File: src/rtl/div_pkg.sv
// Shared types for the sequential restoring divider.
package div_pkg;

    // Controller states: waiting for arguments, iterating, holding a result.
    typedef enum logic [1:0] {
        IDLE = 2'd0,
        CALC = 2'd1,
        DONE = 2'd2
    } state_t;

    // Per-operation flags captured at acceptance and consumed on the final edge.
    typedef struct packed {
        logic sign_q;       // quotient must be negated
        logic sign_r;       // remainder must be negated (follows dividend sign)
        logic div_by_zero;  // divisor was zero
        logic ovf;          // most-negative / -1 in signed mode
    } op_flags_t;

endpackage

File: src/rtl/div_step.sv
// One restoring-division iteration: shift in a dividend bit, trial subtract
// the divisor magnitude, keep the difference or restore.
module div_step #(
    parameter int n = 8
) (
    input  logic [n-1:0] rem_in,
    input  logic         dvd_bit,
    input  logic [n-1:0] dvs_mag,
    output logic [n-1:0] rem_out,
    output logic         q_bit
);

    logic [n:0]   shifted;
    logic [n-1:0] trial;

    // Partial remainder is always below the divisor, so after the shift it
    // needs n+1 bits, and a successful subtraction fits back into n bits.
    always_comb begin
        // NOTE: every always_comb output gets a default first so no path can
        // leave it unassigned and infer a latch.
        rem_out = '0;
        q_bit   = 1'b0;
        shifted = {rem_in, dvd_bit};
        trial   = shifted[n-1:0] - dvs_mag;
        if (shifted >= {1'b0, dvs_mag}) begin
            rem_out = trial;
            q_bit   = 1'b1;
        end else begin
            rem_out = shifted[n-1:0];
            q_bit   = 1'b0;
        end
    end

endmodule

File: src/rtl/signed_or_unsigned_div.sv
// Sequential restoring divider: n-bit quotient and remainder, one quotient
// bit per clock, signed or unsigned per operation, valid/ready on both sides.
module signed_or_unsigned_div
    import div_pkg::*;
#(
    parameter int n = 8
) (
    input  logic         clk,
    input  logic         rst,
    input  logic         arg_vld,
    output logic         arg_rdy,
    input  logic [n-1:0] a,
    input  logic [n-1:0] b,
    input  logic         signed_div,
    output logic         res_vld,
    input  logic         res_rdy,
    output logic [n-1:0] quo,
    output logic [n-1:0] rem
);

    localparam int cnt_w = $clog2(n);
    localparam logic [cnt_w-1:0] last_cnt = cnt_w'(n - 1);
    localparam logic [n-1:0] most_neg = {1'b1, {(n-1){1'b0}}};

    state_t          state, state_nxt;
    logic [cnt_w-1:0] cnt;
    logic            signed_q;
    op_flags_t       flags;
    logic [n-1:0]    a_orig;    // raw dividend, returned as rem on divide-by-zero
    logic [n-1:0]    dvd;       // dividend magnitude, shifted out MSB first; quotient shifts in
    logic [n-1:0]    dvs_mag;   // divisor magnitude
    logic [n-1:0]    pr;        // partial remainder

    logic         accept;
    logic         last_step;
    logic [n-1:0] a_mag, b_mag;
    logic [n-1:0] pr_nxt;
    logic         q_bit;
    logic [n-1:0] q_mag;
    op_flags_t    flags_in;

    assign accept    = arg_vld & arg_rdy;
    assign last_step = (state == CALC) && (cnt == last_cnt);

    // Magnitudes and flags derived from the incoming operands at acceptance.
    always_comb begin
        a_mag                = (signed_div & a[n-1]) ? (~a + 1'b1) : a;
        b_mag                = (signed_div & b[n-1]) ? (~b + 1'b1) : b;
        flags_in.sign_q      = signed_div & (a[n-1] ^ b[n-1]);
        flags_in.sign_r      = signed_div & a[n-1];
        flags_in.div_by_zero = (b == '0);
        flags_in.ovf         = signed_div & (a == most_neg) & (b == '1);
    end

    div_step #(.n(n)) u_step (
        .rem_in  (pr),
        .dvd_bit (dvd[n-1]),
        .dvs_mag (dvs_mag),
        .rem_out (pr_nxt),
        .q_bit   (q_bit)
    );

    // Quotient magnitude once the final bit is known.
    assign q_mag = {dvd[n-2:0], q_bit};

    // State register.
    always_ff @(posedge clk or posedge rst) begin
        // NOTE: clocked state uses non-blocking assignments so every flop
        // samples pre-edge values regardless of statement order.
        if (rst) state <= IDLE;
        else     state <= state_nxt;
    end

    // Next-state logic and handshake outputs.
    always_comb begin
        state_nxt = state;
        arg_rdy   = 1'b0;
        res_vld   = 1'b0;
        case (state)
            IDLE: begin
                arg_rdy = 1'b1;
                if (arg_vld) state_nxt = CALC;
            end
            CALC: begin
                if (cnt == last_cnt) state_nxt = DONE;
            end
            DONE: begin
                res_vld = 1'b1;
                if (res_rdy) state_nxt = IDLE;
            end
            default: state_nxt = IDLE;
        endcase
    end

    // Operand capture, per-bit iteration and result registration.
    always_ff @(posedge clk or posedge rst) begin
        if (rst) begin
            cnt      <= '0;
            signed_q <= 1'b0;
            flags    <= '0;
            a_orig   <= '0;
            dvd      <= '0;
            dvs_mag  <= '0;
            pr       <= '0;
            quo      <= '0;
            rem      <= '0;
        end else if (accept) begin
            cnt      <= '0;
            signed_q <= signed_div;
            flags    <= flags_in;
            a_orig   <= a;
            dvd      <= a_mag;
            dvs_mag  <= b_mag;
            pr       <= '0;
        end else if (state == CALC) begin
            cnt <= cnt + 1'b1;
            pr  <= pr_nxt;
            dvd <= q_mag;
            if (last_step) begin
                if (flags.div_by_zero) begin
                    quo <= '1;
                    rem <= a_orig;
                end else if (flags.ovf) begin
                    quo <= most_neg;
                    rem <= '0;
                end else begin
                    quo <= (signed_q & flags.sign_q) ? (~q_mag + 1'b1) : q_mag;
                    rem <= (signed_q & flags.sign_r) ? (~pr_nxt + 1'b1) : pr_nxt;
                end
            end
        end
    end

endmodule

File: config.mk
export PLATFORM = sky130hd
export DESIGN_NAME = signed_or_unsigned_div
export DESIGN_NICKNAME = d
export VERILOG_FILES = /design/src/rtl/div_pkg.sv /design/src/rtl/div_step.sv /design/src/rtl/signed_or_unsigned_div.sv
export SDC_FILE = /design/constraint.sdc
export NUM_CORES = 1
export LEC_CHECK = 0
export BUFFER_PORTS_ARGS = -buffer_cell sky130_fd_sc_hd__buf_2
export CORE_ASPECT_RATIO = 0.8
export CORE_MARGIN = 2
export CORE_UTILIZATION = 50
export DETAILED_ROUTE_END_ITERATION = 6
export PLACE_DENSITY = 0.81
export SLEW_MARGIN = 15
export SYNTH_ARGS = -nofsm -noshare
export SYNTH_HDL_FRONTEND = slang
export SYNTH_SLANG_ARGS = --single-unit
export TNS_END_PERCENT = 50
File: constraint.sdc
create_clock -name clk -period 3.57 [get_ports clk]
set_clock_uncertainty 0.1 [all_clocks]
set_input_delay 0.5355 -clock clk [delete_from_list [all_inputs] [get_ports clk]]
set_output_delay 0.5355 -clock clk [all_outputs]
set_load 0.03 [all_outputs]
==> flow_summary.json, run 1 <==
{
  "viasPerCell": 5.84,
  "cp-startpoint": "pr[5]$_DFFE_PP0P_",
  "rsz0062_at_grt": "false",
  "cts_hold_buf": 0,
  "max_cap_violations": 0,
  "synthAdderAreaFrac_pct": 5.85,
  "area_growth_pct": 11.5,
  "rows": 27,
  "slowest_stage": "dfrtp_1",
  "met2_usage_pct": 34.4,
  "cp_top_family": "compound AO/OA/AOI/OAI gates",
  "r2r_start": "pr[5]$_DFFE_PP0P_",
  "clkSlewWorstSetupHoldPaths_ps": 60,
  "drc": 0,
  "antenna_found_initial": 0,
  "combPwrFrac_pct": 59.5,
  "worst_slack_ps": 215,
  "cts-root-buf": "clkbuf_8",
  "drv_slew": 0,
  "num_vias": 3167,
  "ys_ff_latch": 58,
  "postLayoutCellArea_sq_mm": 0.00396,
  "final_cell_mix": "nand2_1 (69), dfrtp_1 (58), buf_2 (38)",
  "final_hold_viol_count": 0,
  "max_slew_margin_pct": 29.8,
  "synthXorXnorAreaFrac_pct": 6.90,
  "end_kind": "flip-flop",
  "yosysTopAreaCellShare_pct": 40.8,
  "syn_inst": 417,
  "start_util_pct": 51.6,
  "tightest_slew_ps": 1050,
  "worstPathMaxFanout": 12,
  "use_met3_pct": 6.92,
  "syn-cell-area_sq_mm": 0.00355,
  "critPathMaxStageDelay_ps": 410,
  "fin_crit_sh_pct": 94.0,
  "status": "finished, final reports clean",
  "synth.area.mux_share_pct": 2.32,
  "synth_area_leaders": "dfrtp_1 (41%), nand2_1 (7.3%), ha_1 (5.3%)",
  "fin_hold_ws_ps": 254,
  "finalSetupTns_ps": 0,
  "grt_max_degree": 41,
  "clk_latency_ps": 350,
  "h-tree-depth": 3,
  "drtPass1Iterations": 6,
  "nets": 487,
  "path_cells": "ha_1 -> a21o_1 -> a211oi_2 -> o21a_2 -> nand2_4 -> inv_2 -> mux2i_4 -> ha_1 -> inv_1 -> o311ai_2 -> xor2_1 -> a221oi_1 -> nor2_1",
  "syn_nets": 454,
  "critPathBufInv": 2,
  "die_y_microns": 79.4,
  "synth_top_family_by_area": "simple AND/OR/NAND/NOR gates",
  "yosys.area_share.simple_pct": 22.2,
  "top_usage_layer": "met1",
  "synth_compound_area_share_pct": 17.1,
  "post_cts_resized": 0,
  "gr-total-overflow": 0,
  "cts_buffer_depth": 2,
  "place_ws_ps": 246,
  "clockPowerShare_pct": 12.4,
  "wl_per_cell_microns": 16.1,
  "cts_tree": "built",
  "grt_pass1_wl_microns": 14500,
  "gp_congestion": 0.939,
  "r2r_cells": 13,
  "reg2reg_slack_ps": 220,
  "p_total_uw": 4440,
  "die_area_sq_mm": 0.00780,
  "gr-usage-all-layers_pct": 23.8,
  "drtIter0Drc": 347,
  "ir_worst_vdd_mv": 0.416,
  "cts_buffers": 9,
  "io-pin-count": 39,
  "finalSetupViolCount": 0,
  "p_sw_uw": 2200,
  "max_freq_mhz": 298,
  "post-cts-setup-buffer-count": 0,
  "powerDensity_mw_per_mm2": 1120,
  "p_leak_uw": 0.00189,
  "switching_share_pct": 49.7,
  "ant_nets": 0,
  "core_sq_mm": 0.00689,
  "port_buffers": 38,
  "cpMostUsedCell": "ha_1",
  "hpwlAfterDp_microns": 6360,
  "cp.required_ps": 3700,
  "grtUsageMet1_pct": 34.5,
  "r2r-end": "rem[4]$_DFFE_PP0P_",
  "yosysWarningCount": 0,
  "seq_power_share_pct": 28.1,
  "syn_avg_cell_area_sq_um": 8.52,
  "seq_area_frac_synth_pct": 40.8,
  "die_w_microns": 98.3,
  "period_minus_slack_ps": 3350,
  "hold_class": "primary input to async pin",
  "ys_types": 54,
  "cp-start-kind": "flip-flop",
  "worstSetupPathType": "flip-flop to flip-flop",
  "cts.sinks": 58,
  "final_common_cell": "nand2_1",
  "drive_gt1_share_pct": 15.6,
  "dpl-instance-area_sq_mm": 0.00378,
  "synth_area_leader_cell": "dfrtp_1",
  "cp.arrival_ps": 3480,
  "grt_pass1_vias": 2952,
  "antenna_cells": 0,
  "internal-power_uw": 2230,
  "wl_microns": 8750
}
-- sequential cells by signal, summed over array words and instances (netlist names) --
register / cells
pr: 8
flags: 4
a_orig: 8
dvd: 8
quo: 8
cnt: 3
rem: 8
dvs_mag: 8
signed_q: 1
state: 2
-- power groups by stage --
| stage | registers [uW] | logic, uW | clock network (uW) |
|---|---|---|---|
| after global placement | 1230 | 2540 | 0 |
| final | 1240 | 2640 | 550 |
| after CTS | 1240 | 2610 | 563 |
| after detailed placement | 1250 | 2600 | 0 |
| after global routing | 1280 | 2920 | 598 |
| after floorplan | 1340 | 1940 | 0 |
-- layer usage --
| metal | vias to the layer above | wire length, microns | part of all wire, % |
|---|---|---|---|
| met2 | 160 | 3730 | 43 |
| li1 | 1518 | - | - |
| met4 | 0 | 129 | 1.5 |
| met5 | - | 0 | 0 |
| met3 | 16 | 811 | 9.3 |
| met1 | 1473 | 4080 | 47 |
-- metrics by stage --
step	cells	utilization [%]
final	542	57.5
after CTS	542	57.5
after global routing	542	57.5
after detailed placement	526	54.9
after global placement	526	54.9
after floorplan	417	-
-- worst max-delay path by stage --
| stage | endpoint | slack (ps) | depth (start not counted) |
|---|---|---|---|
| floorplan | rem[4]$_DFFE_PP0P_ | 630 | 14 |
| global placement | rem[4]$_DFFE_PP0P_ | 410 | 13 |
| detailed placement | rem[4]$_DFFE_PP0P_ | 250 | 13 |
| CTS | rem[4]$_DFFE_PP0P_ | 230 | 13 |
| global route | rem[4]$_DFFE_PP0P_ | 10 | 13 |
| finish | rem[4]$_DFFE_PP0P_ | 220 | 13 |
-- cells in the mapped netlist, drive strengths merged --
cell    count
and2        2
xor2       15
o21ai      41
nand2b      6
nor3       12
dfrtp      58
o31ai       2
o22ai       3
and3        3
nor3b       2
ha         15
mux2i       7
xnor2      13
clkbuf     16
a31oi      10
a21o        4
o211ai      1
o311ai      2
o21a        2
a221oi      3
nand3      19
o221ai      2
nor2       37
nand2      70
inv        21
nor4b       1
nand3b      1
a41oi       1
nor2b       2
nor4        5
a21oi      23
o31a        1
nand4       2
a211oi      3
or3         5
or4         2
o21bai      1
buf         3
fa          1
-- worst reg2reg max path: cells and delay by family, from the launching register on --
kind / cells / cell delay [ps]
AO/OA/AOI/OAI: 5 / 1260
adder cells (fa/ha/maj): 2 / 540
buffers and inverters: 2 / 320
XOR/XNOR: 1 / 110
AND/OR/NAND/NOR: 2 / 190
flip-flops: 1 / 410
multiplexers: 1 / 300
-- cells by family after synthesis --
| kind of cell | after synthesis |
|---|---|
| AO/OA/AOI/OAI | 99 |
| XOR/XNOR | 28 |
| adder cells (fa/ha/maj) | 16 |
| buffers and inverters | 40 |
| flip-flops | 58 |
| multiplexers | 7 |
| AND/OR/NAND/NOR | 169 |
-- area by class of cell --
type	instances	area, sq um
inverters	21	78.8
repair buffers	41	213
clock inverters	5	28.8
well taps	87	109
flip-flops and latches	58	1450
clock buffers	11	151
fillers	628	2930
multi-input cells	319	1930
(Power assumes the default switching activity.)
==> inputs of run 2 (changes only) <==
--- a/config.mk
+++ b/config.mk
@@ -11,6 +11,7 @@
 export CORE_UTILIZATION = 50
 export DETAILED_ROUTE_END_ITERATION = 6
 export PLACE_DENSITY = 0.81
+export RECOVER_POWER = 50
 export SLEW_MARGIN = 15
 export SYNTH_ARGS = -nofsm -noshare
 export SYNTH_HDL_FRONTEND = slang
==> constraint.sdc (replaced) <==
create_clock -name clk -period 3.3 [get_ports clk]
set_clock_uncertainty 0.1 [all_clocks]
set_input_delay 0.495 -clock clk [delete_from_list [all_inputs] [get_ports clk]]
set_output_delay 0.495 -clock clk [all_outputs]
set_load 0.03 [all_outputs]
==> run 2 against run 1 <==
Against the previous run:
- design area increased by 2.1%
- routed wire length grew 1.4%
- final cell count is 0.74% higher
- register-to-register slack barely moved
- sequential power increased by 9%
- critical path depth unchanged
- clock power grew 33%
- count of clock-buffer cells in the layout shrank 1
- largest power group unchanged
- highest routed layer unchanged
==> flow_summary.json, run 2 (synthesis gave the netlist of run 1 again) <==
{
  "cp.required_ps": 3470,
  "clk_latency_ps": 350,
  "reg2reg_slack_ps": 230,
  "gr-total-overflow": 0,
  "ir_worst_vdd_mv": 0.450,
  "die_w_microns": 98.3,
  "fill_cells": 616,
  "hpwlAfterDp_microns": 6310,
  "worstPathMaxFanout": 11,
  "clkSlewWorstSetupHoldPaths_ps": 70,
  "die_y_microns": 79.4,
  "final_cell_mix": "nand2_1 (69), dfrtp_1 (58), nor2_1 (37)",
  "gp_congestion": 0.895,
  "io-pin-count": 39,
  "wl_microns": 8870,
  "status": "finished, final reports clean",
  "max_freq_mhz": 326,
  "powerDensity_mw_per_mm2": 1260,
  "rows": 27,
  "ant_nets": 0,
  "tightest_slew_ps": 1440,
  "hold_class": "primary input to flip-flop",
  "drive_gt1_share_pct": 14.6,
  "drv_slew": 0,
  "rsz0062_at_grt": "false",
  "h-tree-depth": 3,
  "final_common_cell": "nand2_1",
  "end_kind": "flip-flop",
  "p_leak_uw": 0.00189,
  "p_total_uw": 5100,
  "cts.sinks": 58,
  "start_util_pct": 51.6,
  "antenna_cells": 0,
  "viasPerCell": 5.80,
  "final_hold_viol_count": 0,
  "cts_buffers": 9,
  "core_sq_mm": 0.00689,
  "min_path_cells": 2,
  "drtPass1Iterations": 5,
  "r2r_cells": 13,
  "drtIter0Drc": 358,
  "worst_slack_ps": 228,
  "place_ws_ps": 197,
  "max_slew_margin_pct": 3.71,
  "die_area_sq_mm": 0.00780,
  "nets": 491,
  "max_cap_violations": 0,
  "area_growth_pct": 13.9,
  "port_buffers": 38,
  "grt_pass1_wl_microns": 14400,
  "cts_buffer_depth": 2,
  "fin_crit_sh_pct": 93.1,
  "grt_max_degree": 59,
  "worstSetupPathType": "flip-flop to flip-flop",
  "grt_pass1_vias": 2915,
  "wl_per_cell_microns": 16.3,
  "utilization_pct": 58.7,
  "period_minus_slack_ps": 3070,
  "cp-start-kind": "flip-flop",
  "finalSetupViolCount": 0,
  "cts_hold_buf": 0,
  "drc": 0,
  "num_vias": 3166,
  "cts-root-buf": "clkbuf_8",
  "antenna_found_initial": 0,
  "cp.arrival_ps": 3240,
  "finalSetupTns_ps": 0,
  "gr-usage-all-layers_pct": 23.5,
  "cts_tree": "built"
}
[run 2: cell count changes in the layout (fill, tap and decap cells not counted), sizes merged]
cell      previous run  this run
clkbuf              11        20
buf                 41        35
clkinv               5         2
bufinv               0         2
clkinvlp             0         1
inv                 21        22
[run 2: cell type report]
class / instances / area, sq um / area share [%]
multi-input combinational: 319 / 1960 / 48.5
sequential: 58 / 1450 / 35.9
timing repair buffer: 45 / 229 / 5.66
clock buffer: 10 / 128 / 3.15
tap: 87 / 109 / 2.69
clock inverter: 6 / 90.1 / 2.23
inverter: 21 / 78.8 / 1.95
[run 2: routing by layer]
metal | vias up | routed length (microns) | track usage [%]
met3 | 19 | 676 | 7.53
li1 | 1523 | - | -
met1 | 1487 | 4280 | 34.9
met5 | - | 0 | 0
met4 | 0 | 96 | 3.42
met2 | 137 | 3820 | 34.4
[run 2: where the power goes]
part / total (uW) / switching [uW] / internal (uW)
combinational: 3010 / 1890 / 1120
sequential: 1350 / 293 / 1050
clock: 734 / 306 / 428
total: 5100 / 2490 / 2600
[run 2: worst max-delay path, cell delays in order, from the launching register on]
cell,delay [ps]
dfrtp_1,410
ha_1,350
a21o_1,190
a211oi_2,250
o21a_2,250
nand2_8,110
inv_2,100
mux2i_4,240
ha_1,190
inv_1,70
nor4_1,300
nor3_1,100
xor2_1,160
o211ai_1,160
[run 2: through the flow]
step,instances,hold slack (ps),cell area [sq um]
after detailed placement,529,366,3810
final,546,235,4050
after floorplan,417,338,3550
after global placement,529,353,3810
after global routing,546,244,4050
after CTS,545,234,4020
[run 2: final timing paths]
check                                   startpoint                    to
worst max-delay path             pr[5]$_DFFE_PP0P_    rem[6]$_DFFE_PP0P_
worst min-delay path                       res_rdy  state[1]$_DFFE_PP0P_
worst max register to register   pr[5]$_DFFE_PP0P_    rem[6]$_DFFE_PP0P_
worst min register to register  quo[2]$_DFFE_PP0P_    quo[2]$_DFFE_PP0P_
max in group asynchronous                      rst    dvd[3]$_DFFE_PP0P_
min in group asynchronous                      rst    quo[6]$_DFFE_PP0P_
[run 2: timing repair]
action | CTS | global route
setup buffers | 0 | 1
setup endpoints to repair | 0 | 2
resized for setup | 0 | 4
hold endpoints to repair | 0 | 0
==> inputs of run 3 (changes only) <==
--- a/config.mk
+++ b/config.mk
@@ -5,7 +5,9 @@
 export SDC_FILE = /design/constraint.sdc
 export NUM_CORES = 1
 export LEC_CHECK = 0
+export ABC_AREA = 1
 export BUFFER_PORTS_ARGS = -buffer_cell sky130_fd_sc_hd__buf_2
+export CAP_MARGIN = 25
 export CORE_ASPECT_RATIO = 0.8
 export CORE_MARGIN = 2
 export CORE_UTILIZATION = 50
==> run 3 against run 2 <==
Against the previous run:
- clock power down 8.7%
- die area shrank 0.16%
- non-clock buffer count decreased by 2
- setup slack improved by 330 ps
- flip-flop and latch count unchanged
- routed wire length up 1.6%
- critical path type unchanged
- critical endpoint is now quo[6]$_DFFE_PP0P_
==> flow_summary.json, run 3 <==
{
  "ant_nets": 0,
  "slowest_stage": "dfrtp_1",
  "min_path_cells": 2,
  "synth_edf_count": 0,
  "die_w_microns": 98.2,
  "cts_buffer_depth": 2,
  "yosysWarningCount": 0,
  "switching_share_pct": 50.6,
  "cts-root-buf": "clkbuf_8",
  "drtPass1Iterations": 5,
  "cp-start-kind": "flip-flop",
  "period_minus_slack_ps": 2740,
  "tightest_slew_ps": 1240,
  "io-pin-count": 39,
  "drc": 0,
  "async_flop_share_pct": 100,
  "syn_avg_cell_area_sq_um": 7.81,
  "grt_pass1_wl_microns": 15500,
  "cts_tree": "built",
  "rsz0062_at_grt": "false",
  "finalSetupTns_ps": 0,
  "gr-total-overflow": 0,
  "reg2reg_slack_ps": 560,
  "seq_power_share_pct": 25.6,
  "h-tree-depth": 3,
  "combPwrFrac_pct": 61.1,
  "synth_area_leader_cell": "dfrtp_1",
  "final_cell_mix": "nand2_1 (116), inv_1 (59), dfrtp_1 (58)",
  "drive_gt1_share_pct": 13.9,
  "cpMostUsedCell": "inv_1",
  "clkSlewWorstSetupHoldPaths_ps": 80,
  "synth_area_leaders": "dfrtp_1 (41%), nand2_1 (12%), inv_1 (6.2%)",
  "synth_ff_type": "dfrtp_1",
  "clockPowerShare_pct": 13.3,
  "r2r_cells": 15,
  "cp_top_family": "simple AND/OR/NAND/NOR gates",
  "antenna_found_initial": 0,
  "p_sw_uw": 2550,
  "nets": 534,
  "area_growth_pct": 13.3,
  "viasPerCell": 5.67,
  "finalSetupViolCount": 0,
  "final_common_cell": "nand2_1",
  "die_area_sq_mm": 0.00779,
  "path_cells": "inv_1 -> ha_1 -> a21oi_1 -> nand3_2 -> nand2_4 -> nand2_4 -> inv_1 -> ha_1 -> inv_1 -> nor3_1 -> nand3_1 -> nand2_1 -> nand2_1 -> nand3_1 -> a2bb2oi_1",
  "syn_nets": 491,
  "critPathMaxStageDelay_ps": 360,
  "seq_area_frac_synth_pct": 40.9,
  "grt_pass1_vias": 3070,
  "post_cts_resized": 0,
  "max_slew_margin_pct": 17.2,
  "hp-start": "res_rdy",
  "ir_worst_vdd_mv": 0.458,
  "grt_max_degree": 34,
  "critPathBufInv": 3,
  "fin_hold_ws_ps": 224,
  "rows": 27,
  "cp.required_ps": 3400,
  "hold-path-endpoint": "state[1]$_DFFE_PP0P_",
  "drv_slew": 0,
  "p_leak_uw": 0.00206,
  "powerDensity_mw_per_mm2": 1260,
  "final_hold_viol_count": 0,
  "start_util_pct": 51.5,
  "cp.arrival_ps": 2850,
  "worstSetupPathType": "flip-flop to flip-flop",
  "wl_microns": 9020,
  "r2r-end": "quo[6]$_DFFE_PP0P_",
  "r2r_start": "dvs_mag[4]$_DFFE_PP0P_",
  "ys_types": 44,
  "drtIter0Drc": 413,
  "antenna_cells": 0,
  "hold_class": "primary input to flip-flop",
  "yosysTopAreaCellShare_pct": 40.9,
  "end_kind": "flip-flop",
  "die_y_microns": 79.3,
  "port_buffers": 38,
  "cts_buffers": 9,
  "cts.sinks": 58,
  "num_vias": 3339,
  "max_cap_violations": 0,
  "core_sq_mm": 0.00689,
  "fin_crit_sh_pct": 83.1,
  "max_freq_mhz": 364,
  "syn-cell-area_sq_mm": 0.00355,
  "wl_per_cell_microns": 15.3,
  "internal-power_uw": 2500,
  "ys_ff_latch": 58,
  "hpwlAfterDp_microns": 6640,
  "cts_hold_buf": 0,
  "gr-usage-all-layers_pct": 25.0,
  "worstPathMaxFanout": 13,
  "syn_inst": 454,
  "clk_latency_ps": 330,
  "synth.most_common_cell": "nand2_1",
  "gp_congestion": 0.892,
  "post-cts-setup-buffer-count": 0,
  "status": "finished, final reports clean",
  "synth_common_cells": "nand2_1 (116), inv_1 (59), dfrtp_1 (58)"
}
## run 3: changes by cell type after synthesis, moves of 6 or more
| cell | delta |
|---|---|
| a2bb2oi_1 | +12 |
| a31oi_1 | -9 |
| clkbuf_1 | -7 |
| inv_1 | +39 |
| mux2i_1 | -6 |
| nand2_1 | +47 |
| nand2b_1 | -6 |
| nand3_1 | +20 |
| nor2_1 | -11 |
| nor3_1 | -7 |
| o21ai_0 | -7 |
| xnor2_1 | -7 |
| xor2_1 | -11 |
## run 3: per-layer routing
layer  routed length [microns]  share of wire, %  vias to the layer above  track usage [%]
li1                          -                 -                     1599                -
met2                      3890                43                      140             36.8
met4                       127               1.4                        0             4.93
met3                       737               8.2                       16             5.28
met1                      4270                47                     1584             38.2
met5                         0                 0                        -                0
## run 3: worst register-to-register path, delay by kind of cell, from the launching register on
family	cells	cell delay, ps
flops	1	360
simple gates	8	1050
compound gates	2	300
buf+inv	3	270
fa+ha+maj	2	530
## run 3: worst max-delay path by stage
stage / startpoint / end / slack (ps) / depth (start not counted)
after floorplan: pr[5]$_DFFE_PP0P_ / quo[6]$_DFFE_PP0P_ / 880 / 17
after global placement: pr[5]$_DFFE_PP0P_ / rem[6]$_DFFE_PP0P_ / 730 / 16
after detailed placement: dvs_mag[6]$_DFFE_PP0P_ / quo[6]$_DFFE_PP0P_ / 640 / 17
after CTS: dvs_mag[6]$_DFFE_PP0P_ / quo[6]$_DFFE_PP0P_ / 620 / 17
after global routing: dvs_mag[4]$_DFFE_PP0P_ / quo[6]$_DFFE_PP0P_ / 290 / 15
final: dvs_mag[4]$_DFFE_PP0P_ / quo[6]$_DFFE_PP0P_ / 560 / 15
## run 3: cells by family after synthesis
kind of cell | after synthesis | synth area share (%)
XOR/XNOR | 10 | 2.47
AO/OA/AOI/OAI | 87 | 15.6
adder cells (fa/ha/maj) | 16 | 5.86
flip-flops | 58 | 40.9
buffers and inverters | 71 | 7.76
AND/OR/NAND/NOR | 212 | 27.4
## run 3: through the flow
step / power (uW) / setup slack [ps] / cells / cell area [sq um] / utilization, %
after floorplan: 3620 / 878 / 454 / 3550 / -
after global placement: 4240 / 734 / 573 / 3830 / 55.6
after detailed placement: 4310 / 639 / 573 / 3830 / 55.6
after CTS: 5030 / 617 / 589 / 4040 / 58.6
after global routing: 5490 / 295 / 589 / 4020 / 58.3
final: 5050 / 556 / 589 / 4020 / 58.3
## run 3: layout make-up
cell class,instances,area (sq um)
timing repair buffer,43,210
sequential,58,1450
inverter,60,225
tap,87,109
clock buffer,10,138
clock inverter,6,66.3
fill,638,2870
multi-input combinational,325,1820
## run 3: power groups by stage
stage	registers (uW)	logic, uW	clock network (uW)
5_1_grt	1330	3450	709
2_1_floorplan	1430	2190	0
3_3_place_gp	1280	2960	0
3_5_place_dp	1290	3020	0
4_1_cts	1280	3070	674
6_report	1290	3090	670
